===== src/rtl/arch_defs_pkg.sv =====
// Shared architecture definitions for the memory access unit.
// Holds bus widths, region base addresses, the access FSM state encoding
// and the one-hot region select payload.
package arch_defs_pkg;

  localparam int unsigned DATA_WIDTH = 8;
  localparam int unsigned ADDR_WIDTH = 16;
  localparam int unsigned CNT_WIDTH  = 8;

  localparam logic [ADDR_WIDTH-1:0] ROM_BASE  = 16'h0000;
  localparam logic [ADDR_WIDTH-1:0] RAM_BASE  = 16'h8000;
  localparam logic [ADDR_WIDTH-1:0] MMIO_BASE = 16'hF000;

  typedef enum logic [2:0] {
    ST_IDLE    = 3'd0,
    ST_ACCESS  = 3'd1,
    ST_WAIT    = 3'd2,
    ST_CAPTURE = 3'd3,
    ST_DONE    = 3'd4
  } state_e;

  // One-hot region select; exactly one field is set for any address.
  typedef struct packed {
    logic rom;
    logic ram;
    logic io;
  } region_t;

endpackage


===== src/rtl/mem_region_decode.sv =====
// Combinational address-to-region decoder.
// Ports:
//   addr_i      - address to classify
//   region_o_c  - one-hot region select (rom / ram / io), combinational
module mem_region_decode
  import arch_defs_pkg::*;
(
  input  logic [ADDR_WIDTH-1:0] addr_i,
  output region_t               region_o_c
);

  // Regions are contiguous and ascending, so compare from the top down.
  always_comb begin
    region_o_c = '0;
    if (addr_i >= MMIO_BASE) begin
      region_o_c.io = 1'b1;
    end else if (addr_i >= RAM_BASE) begin
      region_o_c.ram = 1'b1;
    end else begin
      region_o_c.rom = 1'b1;
    end
  end

endmodule


===== src/rtl/memory_access_unit.sv =====
// Memory access unit: accepts a single read or write request, decodes the
// latched address into ROM / RAM / MMIO, drives the region chip select for
// the region-specific number of cycles and reports completion.
// Ports:
//   clk, reset                        - clock, async active-high reset
//   address_in, data_in               - request address / write data
//   req_read, req_write               - request strobes (sampled in IDLE)
//   rom_rdata, ram_rdata, io_rdata    - region read data
//   io_ready                          - MMIO completion
//   mem_addr, mem_wdata               - latched address / write data
//   rom_cs, ram_cs, io_cs, mem_we     - region selects and write strobe
//   data_out                          - last completed read result
//   busy, done, bus_error             - status
module memory_access_unit
  import arch_defs_pkg::*;
#(
  parameter int unsigned ROM_WAIT   = 1,
  parameter int unsigned IO_TIMEOUT = 15
) (
  input  logic                  clk,
  input  logic                  reset,
  input  logic [ADDR_WIDTH-1:0] address_in,
  input  logic [DATA_WIDTH-1:0] data_in,
  input  logic                  req_read,
  input  logic                  req_write,
  input  logic [DATA_WIDTH-1:0] rom_rdata,
  input  logic [DATA_WIDTH-1:0] ram_rdata,
  input  logic [DATA_WIDTH-1:0] io_rdata,
  input  logic                  io_ready,
  output logic [ADDR_WIDTH-1:0] mem_addr,
  output logic [DATA_WIDTH-1:0] mem_wdata,
  output logic                  rom_cs,
  output logic                  ram_cs,
  output logic                  io_cs,
  output logic                  mem_we,
  output logic [DATA_WIDTH-1:0] data_out,
  output logic                  busy,
  output logic                  done,
  output logic                  bus_error
);

  state_e                state_q, state_d;
  logic [ADDR_WIDTH-1:0] addr_q, addr_d;
  logic [DATA_WIDTH-1:0] wdata_q, wdata_d;
  logic [DATA_WIDTH-1:0] dout_q, dout_d;
  logic [CNT_WIDTH-1:0]  cnt_q, cnt_d;
  logic                  is_write_q, is_write_d;
  logic                  err_q, err_d;
  region_t               region_q, region_d;
  logic                  rom_cs_q, rom_cs_d, ram_cs_q, ram_cs_d;
  logic                  io_cs_q, io_cs_d, we_q, we_d;
  logic                  busy_q, busy_d, done_q, done_d;
  logic                  req_one, req_both, io_timeout, rom_wait_last, active;

  assign req_one       = req_read ^ req_write;
  assign req_both      = req_read & req_write;
  assign io_timeout    = (cnt_q == CNT_WIDTH'(IO_TIMEOUT - 1));
  assign rom_wait_last = (cnt_q == CNT_WIDTH'(ROM_WAIT - 1));

  // Decode the next latched address so registered selects line up with state.
  mem_region_decode u_decode (
    .addr_i     (addr_d),
    .region_o_c (region_d)
  );

  // State register
  always_ff @(posedge clk or posedge reset) begin
    if (reset) state_q <= ST_IDLE;
    else       state_q <= state_d;
  end

  // Next-state logic
  always_comb begin
    state_d = state_q;
    case (state_q)
      ST_IDLE: if (req_one) state_d = ST_ACCESS;
      ST_ACCESS: begin
        if (region_q.io) begin
          // io_ready takes priority over a simultaneous timeout
          if (io_ready)        state_d = is_write_q ? ST_DONE : ST_CAPTURE;
          else if (io_timeout) state_d = ST_DONE;
        end else if (is_write_q) begin
          state_d = ST_DONE;
        end else if (region_q.rom && (ROM_WAIT != 0)) begin
          state_d = ST_WAIT;
        end else begin
          state_d = ST_CAPTURE;
        end
      end
      ST_WAIT:    if (rom_wait_last) state_d = ST_CAPTURE;
      ST_CAPTURE: state_d = ST_DONE;
      ST_DONE:    state_d = ST_IDLE;
      default:    state_d = ST_IDLE;
    endcase
  end

  // Datapath next values: request latch, cycle counter, error flag, read data
  always_comb begin
    addr_d     = addr_q;
    wdata_d    = wdata_q;
    is_write_d = is_write_q;
    err_d      = err_q;
    cnt_d      = cnt_q;
    dout_d     = dout_q;
    case (state_q)
      ST_IDLE: begin
        if (req_one) begin
          addr_d     = address_in;
          wdata_d    = data_in;
          is_write_d = req_write;
          err_d      = 1'b0;
          cnt_d      = '0;
        end else if (req_both) begin
          err_d = 1'b1;
        end
      end
      ST_ACCESS: begin
        cnt_d = cnt_q + CNT_WIDTH'(1);
        if (region_q.io) begin
          if (!io_ready && io_timeout) begin
            err_d  = 1'b1;
            dout_d = '1;
          end
        end else if (region_q.rom) begin
          // Counter is reused to pace the ROM wait cycles
          cnt_d = '0;
          if (is_write_q) err_d = 1'b1;
        end
      end
      ST_WAIT:    cnt_d = cnt_q + CNT_WIDTH'(1);
      ST_CAPTURE: dout_d = region_q.io  ? io_rdata  :
                           region_q.ram ? ram_rdata : rom_rdata;
      default: ;
    endcase
  end

  // Output logic, computed from the next state so the outputs are registered
  always_comb begin
    active   = (state_d == ST_ACCESS) || (state_d == ST_WAIT);
    rom_cs_d = active && region_d.rom && !is_write_d;
    ram_cs_d = active && region_d.ram;
    io_cs_d  = active && region_d.io;
    we_d     = active && is_write_d && !region_d.rom;
    busy_d   = (state_d != ST_IDLE);
    done_d   = (state_d == ST_DONE);
  end

  // Datapath and output registers
  always_ff @(posedge clk or posedge reset) begin
    if (reset) begin
      addr_q     <= '0;
      wdata_q    <= '0;
      is_write_q <= 1'b0;
      err_q      <= 1'b0;
      cnt_q      <= '0;
      dout_q     <= '0;
      region_q   <= '0;
      rom_cs_q   <= 1'b0;
      ram_cs_q   <= 1'b0;
      io_cs_q    <= 1'b0;
      we_q       <= 1'b0;
      busy_q     <= 1'b0;
      done_q     <= 1'b0;
    end else begin
      addr_q     <= addr_d;
      wdata_q    <= wdata_d;
      is_write_q <= is_write_d;
      err_q      <= err_d;
      cnt_q      <= cnt_d;
      dout_q     <= dout_d;
      region_q   <= region_d;
      rom_cs_q   <= rom_cs_d;
      ram_cs_q   <= ram_cs_d;
      io_cs_q    <= io_cs_d;
      we_q       <= we_d;
      busy_q     <= busy_d;
      done_q     <= done_d;
    end
  end

  assign mem_addr  = addr_q;
  assign mem_wdata = wdata_q;
  assign rom_cs    = rom_cs_q;
  assign ram_cs    = ram_cs_q;
  assign io_cs     = io_cs_q;
  assign mem_we    = we_q;
  assign data_out  = dout_q;
  assign busy      = busy_q;
  assign done      = done_q;
  assign bus_error = err_q;

endmodule


===== config.mk =====
export PLATFORM = sky130hd
export DESIGN_NAME = memory_access_unit
export DESIGN_NICKNAME = d
export VERILOG_FILES = /design/src/rtl/arch_defs_pkg.sv /design/src/rtl/mem_region_decode.sv /design/src/rtl/memory_access_unit.sv
export SDC_FILE = /design/constraint.sdc
export NUM_CORES = 1
export LEC_CHECK = 0
export CORE_MARGIN = 5
export CORE_UTILIZATION = 45
export CTS_CLUSTER_DIAMETER = 30
export DETAILED_ROUTE_END_ITERATION = 6
export PLACE_DENSITY_LB_ADDON = 0.12
export REMOVE_ABC_BUFFERS = 1
export SLEW_MARGIN = 20
export SYNTH_ARGS = -nofsm -noshare
export SYNTH_HDL_FRONTEND = slang
export SYNTH_SLANG_ARGS = --single-unit

===== constraint.sdc =====
create_clock -name clk -period 2.45 [get_ports clk]
set_input_delay 0.735 -clock clk [delete_from_list [all_inputs] [get_ports clk]]
set_output_delay 0.735 -clock clk [all_outputs]
set_load 0.02 [all_outputs]

# --- Word-level counts from Yosys, hierarchy flattened ---
# Cells that the tools add are included.
totals:
  reg_bits: 54
  word_cells: 89
classes:
  n_addsub: 1
  eq_ne: 14
  bitwise: 2
  n_mux: 33
  reduce_logical: 21
  order_cmp: 2
ops:
  columns: ["operator", "n"]
  rows:
  - ["2-to-1 mux 8 bit", 7]
  - ["greater-or-equal comparator 16 bit, second input constant", 2]
  - ["2-to-1 mux 16 bit", 2]
  - ["case mux 8 bit (3 select lines)", 1]
  - ["2-to-1 mux 3 bit", 7]
  - ["case mux 8 bit (2 select lines)", 1]
  - ["2-to-1 mux 1 bit", 12]
  - ["!= test 3 bit, second input constant", 4]
  - ["case mux 3 bit (4 select lines)", 1]
  - ["equality test 3 x 2 -> 1 bit, second input constant", 3]
  - ["adder 8 x 1 -> 8 bit, second input constant", 1]
  - ["equality test 8 x 4 -> 1 bit, second input constant", 1]
  - ["zero test 8 bit", 1]
  - ["logical AND 1 bit", 7]
  - ["equality test 3 x 1 -> 1 bit, second input constant", 2]
  - ["!= test 2 bit, second input constant", 3]
  - ["nonzero test 3 bit", 2]
  - ["AND reduction 5 bit", 1]
  - ["AND reduction 2 bit", 2]
  - ["nonzero test 2 bit", 2]
  - ["equality test 3 bit, second input constant", 1]
  - ["zero test 1 bit", 3]
  - ["zero test 3 bit", 1]
  - ["AND reduction 3 bit", 1]
  - ["other kinds (5)", 5]

# --- Logic depth before layout (Yosys ltp) ---
# Gate-level depths: netlist of run 1.
logic_depth:
  ltp_word: 9
  ltp_mapped: 6
  mapped_depth_nobuf: 6

# --- Cells and area by module ---
# Synthesis of run 1 repeated with hierarchy kept, for this count alone.
hier_totals:
  hier_cells: 212
  hier_area_um2: 2538.7
modules_own_cells:
  columns: ["module", "instances", "cells_each", "area_per_inst_um2", "seq_area_each_um2"]
  rows:
  - ["memory_access_unit", 1, 208, 2519.9, 1351.3]
  - ["mem_region_decode", 1, 4, 18.8, 0.0]

# --- Worst setup path after synthesis of run 1 ---
# OpenSTA, ideal clock, no wires.
synth_timing:
  path_type: "input -> register"
  startpoint: "in req_read"
  endpoint: "reg rom_cs_q, in the netlist rom_cs"
  path_buffers: 1
  required_ns: 2.385
  path_stages: 6
  slack_ns: 0.216
  t_arrival_ns: 2.169
  cell_sequence: "ha_1 -> nor4b_2 -> buf_2 -> mux2_2 -> nor3_1 -> mux2_2"
synth_via:
  word_cells_on_any_way: 17
  cone_classes: "order compare: 2; eq/ne: 2; mux: 8; bitwise: 1; reduce/logical: 4"
synth_lines:
  columns: ["item", "line", "text"]
  rows:
  - ["from (decl)", "memory_access_unit.sv:24", "input logic req_read,"]
  - ["bitwise XOR 1 bit", "memory_access_unit.sv:55", "assign req_one = req_read ^ req_write;"]
  - ["2-to-1 mux 1 bit", "memory_access_unit.sv:107", "if (req_one) begin"]
  - ["2-to-1 mux 1 bit", "memory_access_unit.sv:105", "case (state_q)"]
  - ["via is_write_d", "memory_access_unit.sv:47", "logic is_write_q, is_write_d;"]
  - ["zero test 1 bit", "memory_access_unit.sv:140", "rom_cs_d = active && region_d.rom && !is_write_d;"]
  - ["logical AND 1 bit", "memory_access_unit.sv:140", null]
  - ["via rom_cs_d", "memory_access_unit.sv:50", "logic rom_cs_q, rom_cs_d, ram_cs_q, ram_cs_d;"]
  - ["to (signal assigned)", "memory_access_unit.sv:172", "rom_cs_q <= rom_cs_d;"]
  - ["to (decl)", "memory_access_unit.sv:50", null]
# The timed path passes the listed nets, and every way through them passes these cells.
# A chain may end at the register's enable or synchronous reset.

# --- Final worst setup path of run 1 ---
layout_timing:
  startpoint: "in req_write"
  endpoint: "reg rom_cs_q, in the netlist rom_cs"
layout_via:
  elab_chain_len: 8
  word_cells_on_any_way: 17
  cone_classes: "order compare: 2; eq/ne: 2; mux: 8; bitwise: 1; reduce/logical: 4"
layout_lines:
  columns: ["item", "line", "text"]
  rows:
  - ["from (decl)", "memory_access_unit.sv:25", "input logic req_write,"]
  - ["bitwise XOR 1 bit *", "memory_access_unit.sv:55", null]
  - ["2-to-1 mux 16 bit *", "memory_access_unit.sv:107", null]
  - ["2-to-1 mux 16 bit *", "memory_access_unit.sv:105", null]
  - ["greater-or-equal comparator 16 bit", "mem_region_decode.sv:17", "end else if (addr_i >= RAM_BASE) begin"]
  - ["2-to-1 mux 1 bit", "mem_region_decode.sv:17", null]
  - ["2-to-1 mux 2 bit *", "mem_region_decode.sv:15", "if (addr_i >= MMIO_BASE) begin"]
  - ["via region_d[2]", "memory_access_unit.sv:49", "region_t region_q, region_d;"]
  - ["logical AND 1 bit * (2 in a row)", "memory_access_unit.sv:140", null]
  - ["via rom_cs_d", "memory_access_unit.sv:50", null]
# The timed path passes the listed nets; every way through them passes the cells marked *.

==> impl_results.md, run 1 <==
- CP Capture Type: register
- Layout cells sized above 1: about a fifth
- Max VDD drop: approximately 0.8 mV
- Cell variety after synth: 48
- # port buffers: between 90 and 100
- CTS Buffer Depth: 2
- Warnings from Yosys: 0
- Nets: between 300 and 400
- PwrDens: 1230 nW/um^2
- Pre-antenna DRT Iters: 4
- Max-cap violations: 0
- Die width: about 86 microns
- GPL Wtd Cong: 0.813
- CP delay by family, top: buffers and inverters
- Vias per std cell: around 5.2
- Antenna violations before repair: 0
- Reg power frac: 33.9%
- Die height: 85.8 microns
- Crit path to: rom_cs$_DFF_PP0_
- Period minus WS final: 2.33 ns
- Share of the synthesized area in the top cell type: between 50% and 60%
- Initial DRC count: 140
- Critical path buffer and inverter count: 3
- Cts bufs inserted: 5
- ANT nets after route: 0
- Peak Freq: 0.429 GHz
- Synth Flop Type: dfrtp_1
- CTS Sinks: 54
- Clk pwr share: between 10 and 15%
- Final non-filler cell total: roughly 400
- Seq cells post-synth: 54
- NetSw: between 1.5 and 2 mW
- Status: complete, no violations
- I/O pin cnt: between 90 and 100
- Vias in the first global route: 2,119
- # setup viols final: 0
- FP Rows: 27
- Antenna diode count: 0
- Mapped Cells: approximately 220
- P_int: 2.85 mW
- Area of the core: approximately 5500 sq um
- WHS: about 0.51 ns
- Logic pwr share: between 50% and 60%
- Synth top area cells: dfrtp_1 (52%), mux2_2 (11%), mux2i_1 (5.8%)
- Critical Path Fanout Max: 9
- Largest net degree at the start of global routing: 32
- Critical Path AT: around 2.6 ns
- First-pass GRT wire length: 10.3 mm
- Slew headroom: roughly two thirds
- Area grow syn2layout: 46.8%
- CP Cell Sequence: clkdlybuf4s50_1, ha_1, nor4b_4, buf_4, mux2i_2, inv_2, nor3_1, mux2_2
- Crit path required time: 2.70 ns
- Syn Area/Cell: between 10 and 15 sq um
- # DRC: 0
- Final hold vios: 0
- Setup TNS: 0 ns
- # H-tree levels: 2
- Worst Skew: 0.0168 ns
- Crit path launch: req_write
- Crit start category: primary input
- WS Path Type: primary input to register
- Worst reg2reg setup slack: between 0.5 and 0.6 ns
- Mapped Area: approximately 2600 sq um
- TritonCTS clock tree: done
- Via count: approximately 2,100
- CP max stage delay: between 0.4 and 0.5 ns
- Async SR Flop Fraction: 100%
- Switching Fraction: 39.0%
- Worst r2r src: cnt_q[7]$_DFFE_PP0P_
- Seq/Total Area, Yosys: 52.3%
- Clk slew on worst S/H paths: around 0.10 ns
- Post-synth EDFFs: 0
- R2r endpoint: data_out[4]$_DFFE_PP0P_
- Cells after DPL: roughly 390
- Levels on crit path: 8
- Initial Utilization: a little under half
- Top-count cell post-synth: dfrtp_1
- Detailed placer's ending HPWL: roughly 4.8 mm
- Die area: 7360 sq um
- Grt total ovfl: 0
- Clock Latency Late Sink: around 0.31 ns
- Largest area contributor in the netlist: dfrtp_1
- Clk root buf: clkbuf_8
- Max-slew violations: 0
- Post-Route WL: 6.17 mm
- Leakage: between 1.5 and 2 nW
- Worst Hold Class: register to register
- Overall Global Routing Usage: 17.7%
- Routed WL per cell: 15.5 microns
- Final period utilization: between 90% and 100%
- R2R cell count: 4
- CP max-delay cell: clkdlybuf4s50_1
- Least-Margin Pin Slew: around 0.48 ns
- Post-synth top cells: dfrtp_1 (54), mux2_2 (26), mux2i_1 (15), nand2_1 (15), o21ai_0 (11)
==> state kept, by name (all words and copies together) (netlist names), 3 cells and up <==
register	count
mem_addr	16
cnt_q	8
data_out	8
mem_wdata	8
region_q	3
state_q	3
==> how the worst min path moves through the flow <==
stage	start	end	cells past startpoint
after CTS	mem_addr[9]$_DFF_PP0_	mem_addr[9]$_DFF_PP0_	1
after global routing	mem_addr[1]$_DFF_PP0_	mem_addr[1]$_DFF_PP0_	1
after global placement	mem_wdata[4]$_DFFE_PP0P_	mem_wdata[4]$_DFFE_PP0P_	1
after detailed placement	mem_addr[9]$_DFF_PP0_	mem_addr[9]$_DFF_PP0_	1
final	mem_addr[9]$_DFF_PP0_	mem_addr[9]$_DFF_PP0_	1
after floorplan	cnt_q[4]$_DFFE_PP0P_	cnt_q[4]$_DFFE_PP0P_	1
==> cell type report <==
type	count	area, sq um
inverter	10	37.5
sequential	54	1350
tap	72	90.1
timing repair buffer	109	1060
multi-input combinational	145	1160
clock inverter	3	26.3
fill	450	1750
clock buffer	5	68.8
==> timing repair <==
item,4_1_cts,5_1_grt
hold buffers,0,0
buffers inserted,0,2
endpoints found under the setup margin,0,1
resized for setup,0,3
==> placed cells by master (no fill, tap or decap), drive strengths merged, types with 2 or more instances in the layout <==
cell,Yosys,routed
ha,4,4
dfrtp,54,54
nand3,10,10
a2bb2oi,8,8
mux2,26,26
nor2b,6,6
a21o,2,2
o31ai,2,2
nor4b,3,3
a22o,2,2
clkdlybuf4s50,0,91
nor2,6,6
o21ai,11,11
a21oi,4,4
or2,2,2
a31oi,2,2
buf,6,18
nand2,15,15
nand2b,2,2
clkbuf,3,5
mux2i,15,15
nor3,6,6
inv,9,12
==> cells by family after synthesis <==
kind of cell	after synthesis	share of synthesized area [%]
buf+inv	19	3.39
compound gates	39	12.0
flops	54	52.3
simple gates	60	12.9
xor+xnor	1	0.339
mux	41	17.1
fa+ha+maj	4	1.94
==> through the flow <==
step	total power, mW	area [sq um]	utilization, %	setup WS, ns
after CTS	4.67	3760	67.8	0.0419
after global routing	4.99	3790	68.5	-0.00854
after floorplan	2.99	2530	-	-1.29
after detailed placement	4.13	3660	66.1	-0.272
after global placement	4.08	3660	66.1	-0.211
final	4.66	3790	68.5	0.118
==> routing by layer <==
layer,GRT usage [%],up-vias,routed length (microns)
li1,-,1000,-
met1,21.8,994,2600
met2,29.2,71,3000
met3,6.92,8,483
met4,4.46,0,91
met5,0,-,0
==> power by group through the flow <==
| stage | Clock, mW | Combinational [mW] | Sequential [mW] |
|---|---|---|---|
| finish | 0.517 | 2.57 | 1.58 |
| global route | 0.582 | 2.76 | 1.65 |
| CTS | 0.543 | 2.55 | 1.58 |
| detailed placement | 0 | 2.53 | 1.60 |
| global placement | 0 | 2.50 | 1.59 |
| floorplan | 0 | 1.08 | 1.91 |
Note: power is estimated with default switching activity, not from simulation.
==> run 2: changes to the inputs <==
==> constraint.sdc (replaced) <==
create_clock -name clk -period 2.6 [get_ports clk]
set_input_delay 0.78 -clock clk [delete_from_list [all_inputs] [get_ports clk]]
set_output_delay 0.78 -clock clk [all_outputs]
set_load 0.02 [all_outputs]
==> run 2 against run 1 <==
Against the previous run:
- clock-buffer cell count increased by 1
- combinational power fell by 8.2%
- critical path depth decreased by 1
- die area is the same
- critical endpoint unchanged
- largest cell class unchanged
- largest power group unchanged
- highest routed layer unchanged
==> impl_results.md, run 2 (synthesis results as in run 1) <==
- CP delay by family, top: buffers and inverters
- Status: complete, no violations
- CP max-delay cell: clkdlybuf4s50_1
- Final hold vios: 0
- Detailed placer's ending HPWL: ~4.8 mm
- Cell area after layout: roughly 3700 sq um
- CP Cell Sequence: clkdlybuf4s50_1, ha_1, nor4b_4, mux2i_1, clkinv_1, nor3_1, mux2_2
- I/O pin cnt: 92
- Max-slew violations: 0
- Most frequent cells in the layout: clkdlybuf4s50_1 (91), dfrtp_1 (54), mux2_2 (26)
- Max-cap violations: 0
- Final non-filler cell total: 396
- # H-tree levels: 2
- WS Path Type: primary input to register
- # setup viols final: 0
- First-pass GRT wire length: 10.2 mm
- R2R cell count: 5
- Most common cell after layout, fill and taps aside: clkdlybuf4s50_1
- Post-Route WL: between 6 and 7 mm
- Area grow syn2layout: 45.1%
- Area of the core: roughly 5500 sq um
- CP max stage delay: between 0.4 and 0.5 ns
- Hold Path Origin: mem_addr[3]$_DFF_PP0_
- Largest net degree at the start of global routing: 32
- Die area: approximately 7400 sq um
- Period minus WS final: 2.42 ns
- TritonCTS clock tree: done
- Peak Freq: a little over 0.4 GHz
- Critical path buffer and inverter count: 2
- Leakage: approximately 1.6 nW
- Cells after DPL: between 300 and 400
- WHS: 0.512 ns
- Cts bufs inserted: 5
- # Post-CTS Setup Buffers: 0
- PwrDens: ~1100 nW/um^2
- RSZ-0062 raised after global routing: no
- Final core utilization: slightly below 70%
- Final period utilization: 93.2%
- Nets: 380
- Max VDD drop: between 0.7 and 0.8 mV
- FP Rows: 27
- Hold Path Stages: 1
- Least-Margin Pin Slew: 0.490 ns
- # hold bufs at CTS: 0
- Cts repair resizes: 0
- GPL Wtd Cong: 0.813
- # DRC: 0
- CTS Sinks: between 50 and 60
- Worst Hold Class: register to register
- Die width: approximately 86 microns
- Grt total ovfl: 0
- ANT nets after route: 0
- Vias per std cell: ~5.2
- Initial Utilization: 46.6%
- Clk slew on worst S/H paths: 0.10 ns
- Critical Path AT: 2.67 ns
- FILL cells: 459
- CTS Buffer Depth: 2
- Worst r2r src: state_q[0]$_DFF_PP0_
- Via count: about 2,100
- Antenna violations before repair: 0
- CP Capture Type: register
- Layout cells sized above 1: a little under a fifth
- Slew headroom: about two thirds
- Worst reg2reg setup slack: approximately 0.65 ns
- Antenna diode count: 0
- Pre-antenna DRT Iters: 4
- Crit start category: primary input
- Critical Path Fanout Max: 9
- Clk root buf: clkbuf_8
- Die height: ~86 microns
- Sink of the worst hold path: mem_addr[3]$_DFF_PP0_
- Initial DRC count: around 140
- Post-placement setup slack: -0.159 ns
- Max FFs per register: 16
- Final WS setup: about 0.18 ns
- Worst Skew: between 0.01 and 0.015 ns
- R2r endpoint: rom_cs$_DFF_PP0_
- Routed WL per cell: roughly 15 microns
- # port buffers: between 90 and 100
- Clock Latency Late Sink: between 0.3 and 0.4 ns
- Placed Instance Area: ~3700 sq um
- Crit path required time: 2.85 ns
- Overall Global Routing Usage: 17.2%
- Vias in the first global route: between 2,000 and 2,500
## run 2: metrics by stage
step,TNS (ns),power [mW]
after floorplan,-26.22,2.82
after global placement,-0.832,3.85
after detailed placement,-1.57,3.89
after CTS,0,4.36
after global routing,0,4.60
final,0,4.30
## run 2: power breakdown
part           internal, mW  leakage (nW)  switching, mW
combinational          1.25         0.902           1.11
sequential             1.19         0.654          0.300
clock                 0.191        0.0452          0.265
total                  2.63          1.60           1.67
## run 2: how the worst max path moves through the flow
stage	start	end	slack (ns)	cells past startpoint
after floorplan	req_read	rom_cs$_DFF_PP0_	-1.18	6
after global placement	req_write	rom_cs$_DFF_PP0_	-0.11	7
after detailed placement	req_write	rom_cs$_DFF_PP0_	-0.16	7
after CTS	req_write	rom_cs$_DFF_PP0_	0.15	7
after global routing	req_write	rom_cs$_DFF_PP0_	0.001	7
final	req_write	rom_cs$_DFF_PP0_	0.18	7
## run 2: area by class of cell
cell class / count / area, sq um / share of cell area [%]
Multi-Input combinational cell: 145 / 1150 / 30.8
Timing Repair Buffer: 107 / 1030 / 27.5
Tap cell: 72 / 90.1 / 2.40
Inverter: 10 / 37.5 / 1.00
Sequential cell: 54 / 1350 / 36.0
Clock buffer: 6 / 72.6 / 1.94
Clock inverter: 2 / 13.8 / 0.367
## run 2: per-layer routing
| metal | global-route usage [%] | share of wire, % | up-vias |
|---|---|---|---|
| li1 | - | - | 999 |
| met1 | 20.7 | 42 | 990 |
| met2 | 29.0 | 48 | 66 |
| met3 | 5.86 | 7.6 | 16 |
| met4 | 5.76 | 2.5 | 0 |
| met5 | 0 | 0 | - |
==> run 3: changes to the inputs <==
--- a/config.mk
+++ b/config.mk
@@ -5,6 +5,7 @@
 export SDC_FILE = /design/constraint.sdc
 export NUM_CORES = 1
 export LEC_CHECK = 0
+export CAP_MARGIN = 30
 export CORE_MARGIN = 5
 export CORE_UTILIZATION = 45
 export CTS_CLUSTER_DIAMETER = 30
==> results of run 3 <==
The final DEF is identical to that of run 2; final timing and power are the same.
==> variant 1: new RTL, config.mk and constraints of run 1 <==
Reset style: synchronous (`reset`), changed in 2 clocked blocks. Comments in the files are not updated.
--- a/src/rtl/memory_access_unit.sv
+++ b/src/rtl/memory_access_unit.sv
@@ -64,7 +64,7 @@
   );
 
   // State register
-  always_ff @(posedge clk or posedge reset) begin
+  always_ff @(posedge clk) begin
     if (reset) state_q <= ST_IDLE;
     else       state_q <= state_d;
   end
@@ -146,7 +146,7 @@
   end
 
   // Datapath and output registers
-  always_ff @(posedge clk or posedge reset) begin
+  always_ff @(posedge clk) begin
     if (reset) begin
       addr_q     <= '0;
       wdata_q    <= '0;
Behaviour: differs if reset is asserted again (counterexample within 4 cycles, from zero or initial values and one cycle with reset high); with reset held inactive, the same outputs for 10 cycles.
==> variant 1 against run 1 <==
  * Synthesized area is 6.7% lower
  * Worst setup slack lost 0.036 ns
  * Design area down 3.7%
  * Clock skew shrank 0.0092 ns
  * Global-route usage is 1.6 points higher
  * Critical endpoint is now mem_addr[15]
  * Critical path type unchanged
  * Via count up 10%
  * Routed wire length grew 6.9%
  * Sequential cell count is the same
  * Die area fell by 6.0%
Power is not compared: it rests on default switching activity, and its combinational part moved more than twofold at a synthesized area within 25%.
==> variant 1: results (changes against run 1) <==
| Metric | Value |
|---|---|
| Status | `complete, no violations` |
| Met2 routed wirelength | `3.22 mm (+7.3%)` |
| Required time worst endpoint | `2.67 ns (-0.03 ns)` |
| Routed vias/inst | `5.14 (-1.2%)` |
| Critical R2R Launch | `cnt_q[0]` |
| Min-delay src | `mem_wdata[5]` |
| Fill cells | `452 (+0.44%)` |
| Uppermost routed layer | `met4` |
| Fmax | `422 MHz (-1.5%)` |
| Count of inserted antenna diode cells | `0 (unchanged)` |
| Critical Path Fanout Max | `5 (-4)` |
| Sequential area share after synthesis | `0.449 (-0.0744)` |
| CP delay by family, top | `buffers and inverters` |
| M1 WL | `2.81 mm (+8.0%)` |
| Max incr delay on CP | `0.46 ns (+0.04 ns)` |
| Vias in the first global route | `2241 (+5.8%)` |
| Final nets | `431 (+13%)` |
| NetSw | `880 uW` |
| HPWL Detailed | `5.01 mm (+4.3%)` |
| 1st-iter DRT viols | `142 (+1.4%)` |
| Number of synthesized flops with an enable pin | `0 (unchanged)` |
| Cells after Synth | `272 (+25%)` |
| Dpl ws | `-0.380 ns (-0.108 ns)` |
| GR Util All Layers | `0.193 (+0.0158)` |
| Drt pass-1 iters | `4 (unchanged)` |
| TritonCTS buffer count | `5 (unchanged)` |
| Slew margin rel. | `0.646 (-0.0327)` |
| Final worst clock skew | `0.00762 ns (-0.00922 ns)` |
| CTS clk-pin slew, worst paths | `0.09 ns` |
| Async set-reset flop share out of synthesis | `0 (-1.00)` |
| Met3 wire len | `498 microns (+3.1%)` |
| Port buffer count | `91 (unchanged)` |
| Initial antenna violation count | `0 (unchanged)` |
| Placed insts | `435 (+12%)` |
| Via count | `2289 (+10%)` |
| Hold depth | `2 (+1)` |
| Top_reg_cell synth | `dfxtp_1` |
| Synth top cells by count | `dfxtp_1 (54), nand2_1 (48), a21oi_1 (36), nor2_1 (15), clkbuf_1 (11)` |
| R2R cell count | `6 (+2)` |
| Wire per inst | `14.8 microns (-4.4%)` |
| Final RePlAce weighted congestion | `0.825 (+1.4%)` |
| DP Area | `3480 sq um (-5.0%)` |
| Netlist cell types | `49 (+2.1%)` |
| Slowest-stage cell, CP | `clkdlybuf4s50_1` |
| Clock Latency Late Sink | `0.31 ns (about the same)` |
| Worst IR Drop VDD | `0.473 mV` |
| Largest net degree at the start of global routing | `25 (-22%)` |
| Worst Hold End | `mem_wdata[5]` |
| Final Core Density | `0.711 (+0.0263)` |
| Flop2flop setup slack | `0.61 ns (+0.08 ns)` |
| First-pass GRT wire length | `11.1 mm (+7.4%)` |
| Clk buf depth | `2 (unchanged)` |
| Synth area leaders | `dfxtp_1 (45%), a21oi_1 (7.5%), nand2_1 (7.5%)` |
| Share of post-route cells with drive strength above 1 | `0.144 (-0.0523)` |
| Yosys warnings | `0 (unchanged)` |
| LEAKAGE | `0.00135 uW` |
| Root Buffer | `clkbuf_8` |
| Crit Reg-Reg Endpoint | `io_cs` |
| Hold Crit Class | `reg2reg` |
==> variant 1: changes by cell type after synthesis, moves of 9 or more <==
cell     delta
nand2_1    +33
nor2_1      +9
dfrtp_1    -54
a21oi_1    +33
o21ai_0    -10
mux2_2     -18
dfxtp_1    +54
==> variant 1: power groups by stage <==
stage	Combinational [uW]	Clock, uW	Sequential (uW)
after detailed placement	937	0	1110
after CTS	953	610	1090
after global routing	1060	648	1110
after global placement	927	0	1110
final	973	600	1090
after floorplan	383	0	1200
==> variant 1: layout make-up <==
cell class | count | area, sq um | area share
inverters | 7 | 26.3 | 0.00719
flip-flops and latches | 54 | 1080 | 0.296
well taps | 70 | 87.6 | 0.0240
repair buffers | 112 | 1070 | 0.293
multi-input cells | 194 | 1280 | 0.350
clock inverters | 2 | 37.5 | 0.0103
clock buffers | 6 | 72.6 | 0.0199
==> variant 1: per-layer routing <==
| layer | vias to the layer above | track usage |
|---|---|---|
| met5 | - | 0 |
| met4 | 0 | 0.0579 |
| met3 | 7 | 0.0624 |
| met2 | 68 | 0.330 |
| met1 | 1064 | 0.229 |
| li1 | 1150 | - |
==> variant 1: cell families (layout without fill, tap and decap cells) <==
logic type,count (synthesis),in the layout,synth area share
adder cells (fa/ha/maj),4,4,0.0208
XOR/XNOR,7,7,0.0254
buffers and inverters,24,127,0.0395
multiplexers,18,18,0.0789
AND/OR/NAND/NOR,105,105,0.234
AO/OA/AOI/OAI,60,60,0.153
flip-flops,54,54,0.449
==> variant 1: stage by stage <==
stage	hold WS [ns]	setup TNS, ns	total power (uW)
4_1_cts	0.461	0	2650
5_1_grt	0.486	-0.00837	2820
6_report	0.455	0	2660
3_3_place_gp	0.440	-5.05	2030
2_1_floorplan	0.504	-0.859	1590
3_5_place_dp	0.451	-6.46	2050
==> variant 1: how the worst max path moves through the flow <==
stage | startpoint | cells after the start | to
final | req_read | 9 | mem_addr[15]
after global placement | req_write | 7 | io_cs
after global routing | req_read | 8 | rom_cs
after CTS | req_write | 7 | io_cs
after detailed placement | req_write | 7 | io_cs
after floorplan | req_write | 6 | mem_we
==> variant 1: tightest hold or removal path, stage by stage (launching register included) <==
cell,delay (ns)
dfxtp_1,0.32
nand2_1,0.05
a21oi_1,0.05
==> variant 1: what timing repair did <==
item,in CTS,in global routing
setup buffers,0,2
pin swaps,0,4
setup endpoints to repair,4,5
resized for setup,2,8
==> variant 2: new RTL, settings of run 1 <==
Made on the original files. Change the package constant `DATA_WIDTH` from 8 to 10.
--- a/src/rtl/arch_defs_pkg.sv
+++ b/src/rtl/arch_defs_pkg.sv
@@ -3,7 +3,7 @@
 // and the one-hot region select payload.
 package arch_defs_pkg;
 
-  localparam int unsigned DATA_WIDTH = 8;
+  localparam int unsigned DATA_WIDTH = 10;
   localparam int unsigned ADDR_WIDTH = 16;
   localparam int unsigned CNT_WIDTH  = 8;
 
Interface: changed (6 resized); port bits go from 92 to 104. No check against the original RTL was run, so the function may have changed too.
==> variant 2 against run 1 <==
  * Routed wire length increased by 4.9%
  * Cell count is 5.3% higher
  * Critical endpoint is now cnt_q[7]
  * Worst setup slack improved by 0.035 ns
  * Design area up 7.6%
  * Synthesized area up 3.7%
  * Largest cell class unchanged
  * Critical path type unchanged
  * Clock power up 56%
  * Core utilization is 1.3 points higher
  * Total power up 8.0%
  * Sequential cell count up 4
==> variant 2: results (changes against run 1) <==
| Metric | Value |
|---|---|
| Status | `complete, no violations` |
| Yosys warnings | `0 (unchanged)` |
| 1st-iter DRT viols | `98 (-30%)` |
| Sequential area share after synthesis | `0.542 (+0.0185)` |
| First-pass GRT wire length | `10.7 mm (+3.7%)` |
| Drt pass-1 iters | `4 (unchanged)` |
| Dpl ws | `-0.154 ns (+0.118 ns)` |
| Slowest-stage cell, CP | `nor3_1` |
| Data arrival, critical path | `2.49 ns (-0.10 ns)` |
| Post-synthesis xor/xnor area fraction | `0.0159 (+0.0125)` |
| CTS clk-pin slew, worst paths | `0.06 ns (-0.04 ns)` |
| DP Area | `3900 sq um (+6.4%)` |
| Slew margin rel. | `0.538 (-0.140)` |
| Synth area leaders | `dfrtp_1 (54%), mux2_2 (15%), mux2i_1 (4.5%)` |
| Routed vias/inst | `5.08 (-2.5%)` |
| Share of post-route cells with drive strength above 1 | `0.215 (+0.0188)` |
| Compound-Gate Fraction of Synth Area | `0.0859 (-0.0337)` |
| Crit Reg-Reg Endpoint | `rom_cs` |
| Critical Path Fanout Max | `6 (-3)` |
| Final nets | `404 (+5.8%)` |
| Final RePlAce weighted congestion | `0.790 (-2.8%)` |
| Min-delay src | `mem_wdata[1]` |
| HPWL Detailed | `4.82 mm (+0.33%)` |
| Flop2flop setup slack | `0.66 ns (+0.13 ns)` |
| Critical R2R Launch | `cnt_q[0]` |
| Largest net degree at the start of global routing | `59 (+84%)` |
| GR Util All Layers | `0.184 (+0.00650)` |
| Switching share of power | `0.371 (-0.0185)` |
| Synth top cells by count | `dfrtp_1 (58), mux2_2 (35), nor2_1 (20), a21oi_1 (17), mux2i_1 (12)` |
| LEAKAGE | `0.00170 uW (+4.6%)` |
| Netlist cell types | `45 (-6.3%)` |
| Clock Latency Late Sink | `0.34 ns (+0.03 ns)` |
| Port buffer count | `103 (+13%)` |
| Crit path to | `cnt_q[7]` |
| Worst Hold End | `mem_wdata[1]` |
| Max incr delay on CP | `0.47 ns (+0.05 ns)` |
| Adder-cell area share of the yosys netlist | `0.0187 (-0.000696)` |
| Period minus WS final | `2.30 ns (-0.0351 ns)` |
| Mux share of post-synthesis cell area | `0.192 (+0.0204)` |
| TritonCTS buffer count | `9 (+4)` |
| Final worst clock skew | `0.00883 ns (-0.00801 ns)` |
| Vias in the first global route | `2247 (+6.0%)` |
| Worst IR Drop VDD | `0.746 mV (-8.6%)` |
| Wire per inst | `15.4 microns (-0.39%)` |
| R2R cell count | `7 (+3)` |
[variant 2: logic make-up (layout without fill, tap and decap cells)]
| group | Yosys count | count (layout) |
|---|---|---|
| xor+xnor | 4 | 4 |
| fa+ha+maj | 4 | 4 |
| mux | 47 | 47 |
| compound gates | 35 | 35 |
| buf+inv | 18 | 143 |
| simple gates | 53 | 53 |
| flops | 58 | 58 |
[variant 2: power by group through the flow]
stage / combinational (uW) / sequential, uW / clock, uW
3_5_place_dp: 2580 / 1690 / 0
3_3_place_gp: 2530 / 1680 / 0
6_report: 2560 / 1670 / 808
5_1_grt: 2760 / 1740 / 873
4_1_cts: 2590 / 1680 / 826
2_1_floorplan: 982 / 2060 / 0
[variant 2: final cells by class]
class	count	area, sq um
Clock inverter	2	10.0
Fill cell	471	1770
Timing Repair Buffer	117	1170
Sequential cell	58	1450
Clock buffer	14	173
Inverter	10	37.5
Multi-Input combinational cell	143	1140
Tap cell	75	93.8
[variant 2: worst max-delay path: cells and delay by family]
kind	cells	cell delay (ns)
AO/OA/AOI/OAI	2	0.20
adder cells (fa/ha/maj)	1	0.33
XOR/XNOR	1	0.13
AND/OR/NAND/NOR	2	0.67
buffers and inverters	1	0.43
[variant 2: per-stage QoR]
stage / util / hold slack, ns / instances / total power (uW)
global route: 0.698 / 0.525 / 419 / 5370
finish: 0.698 / 0.506 / 419 / 5040
CTS: 0.698 / 0.510 / 419 / 5090
detailed placement: 0.666 / 0.495 / 403 / 4260
floorplan: - / 0.509 / 211 / 3040
global placement: 0.666 / 0.488 / 403 / 4210
[variant 2: per-layer routing]
layer  wire (microns)  vias up  track usage  part of all wire
li1                 -     1023            -                 -
met1             2670     1019        0.220              0.41
met2             3050       76        0.297              0.47
met3              639       10       0.0672             0.099
met4              117        0       0.0795             0.018
met5                0        -            0                 0
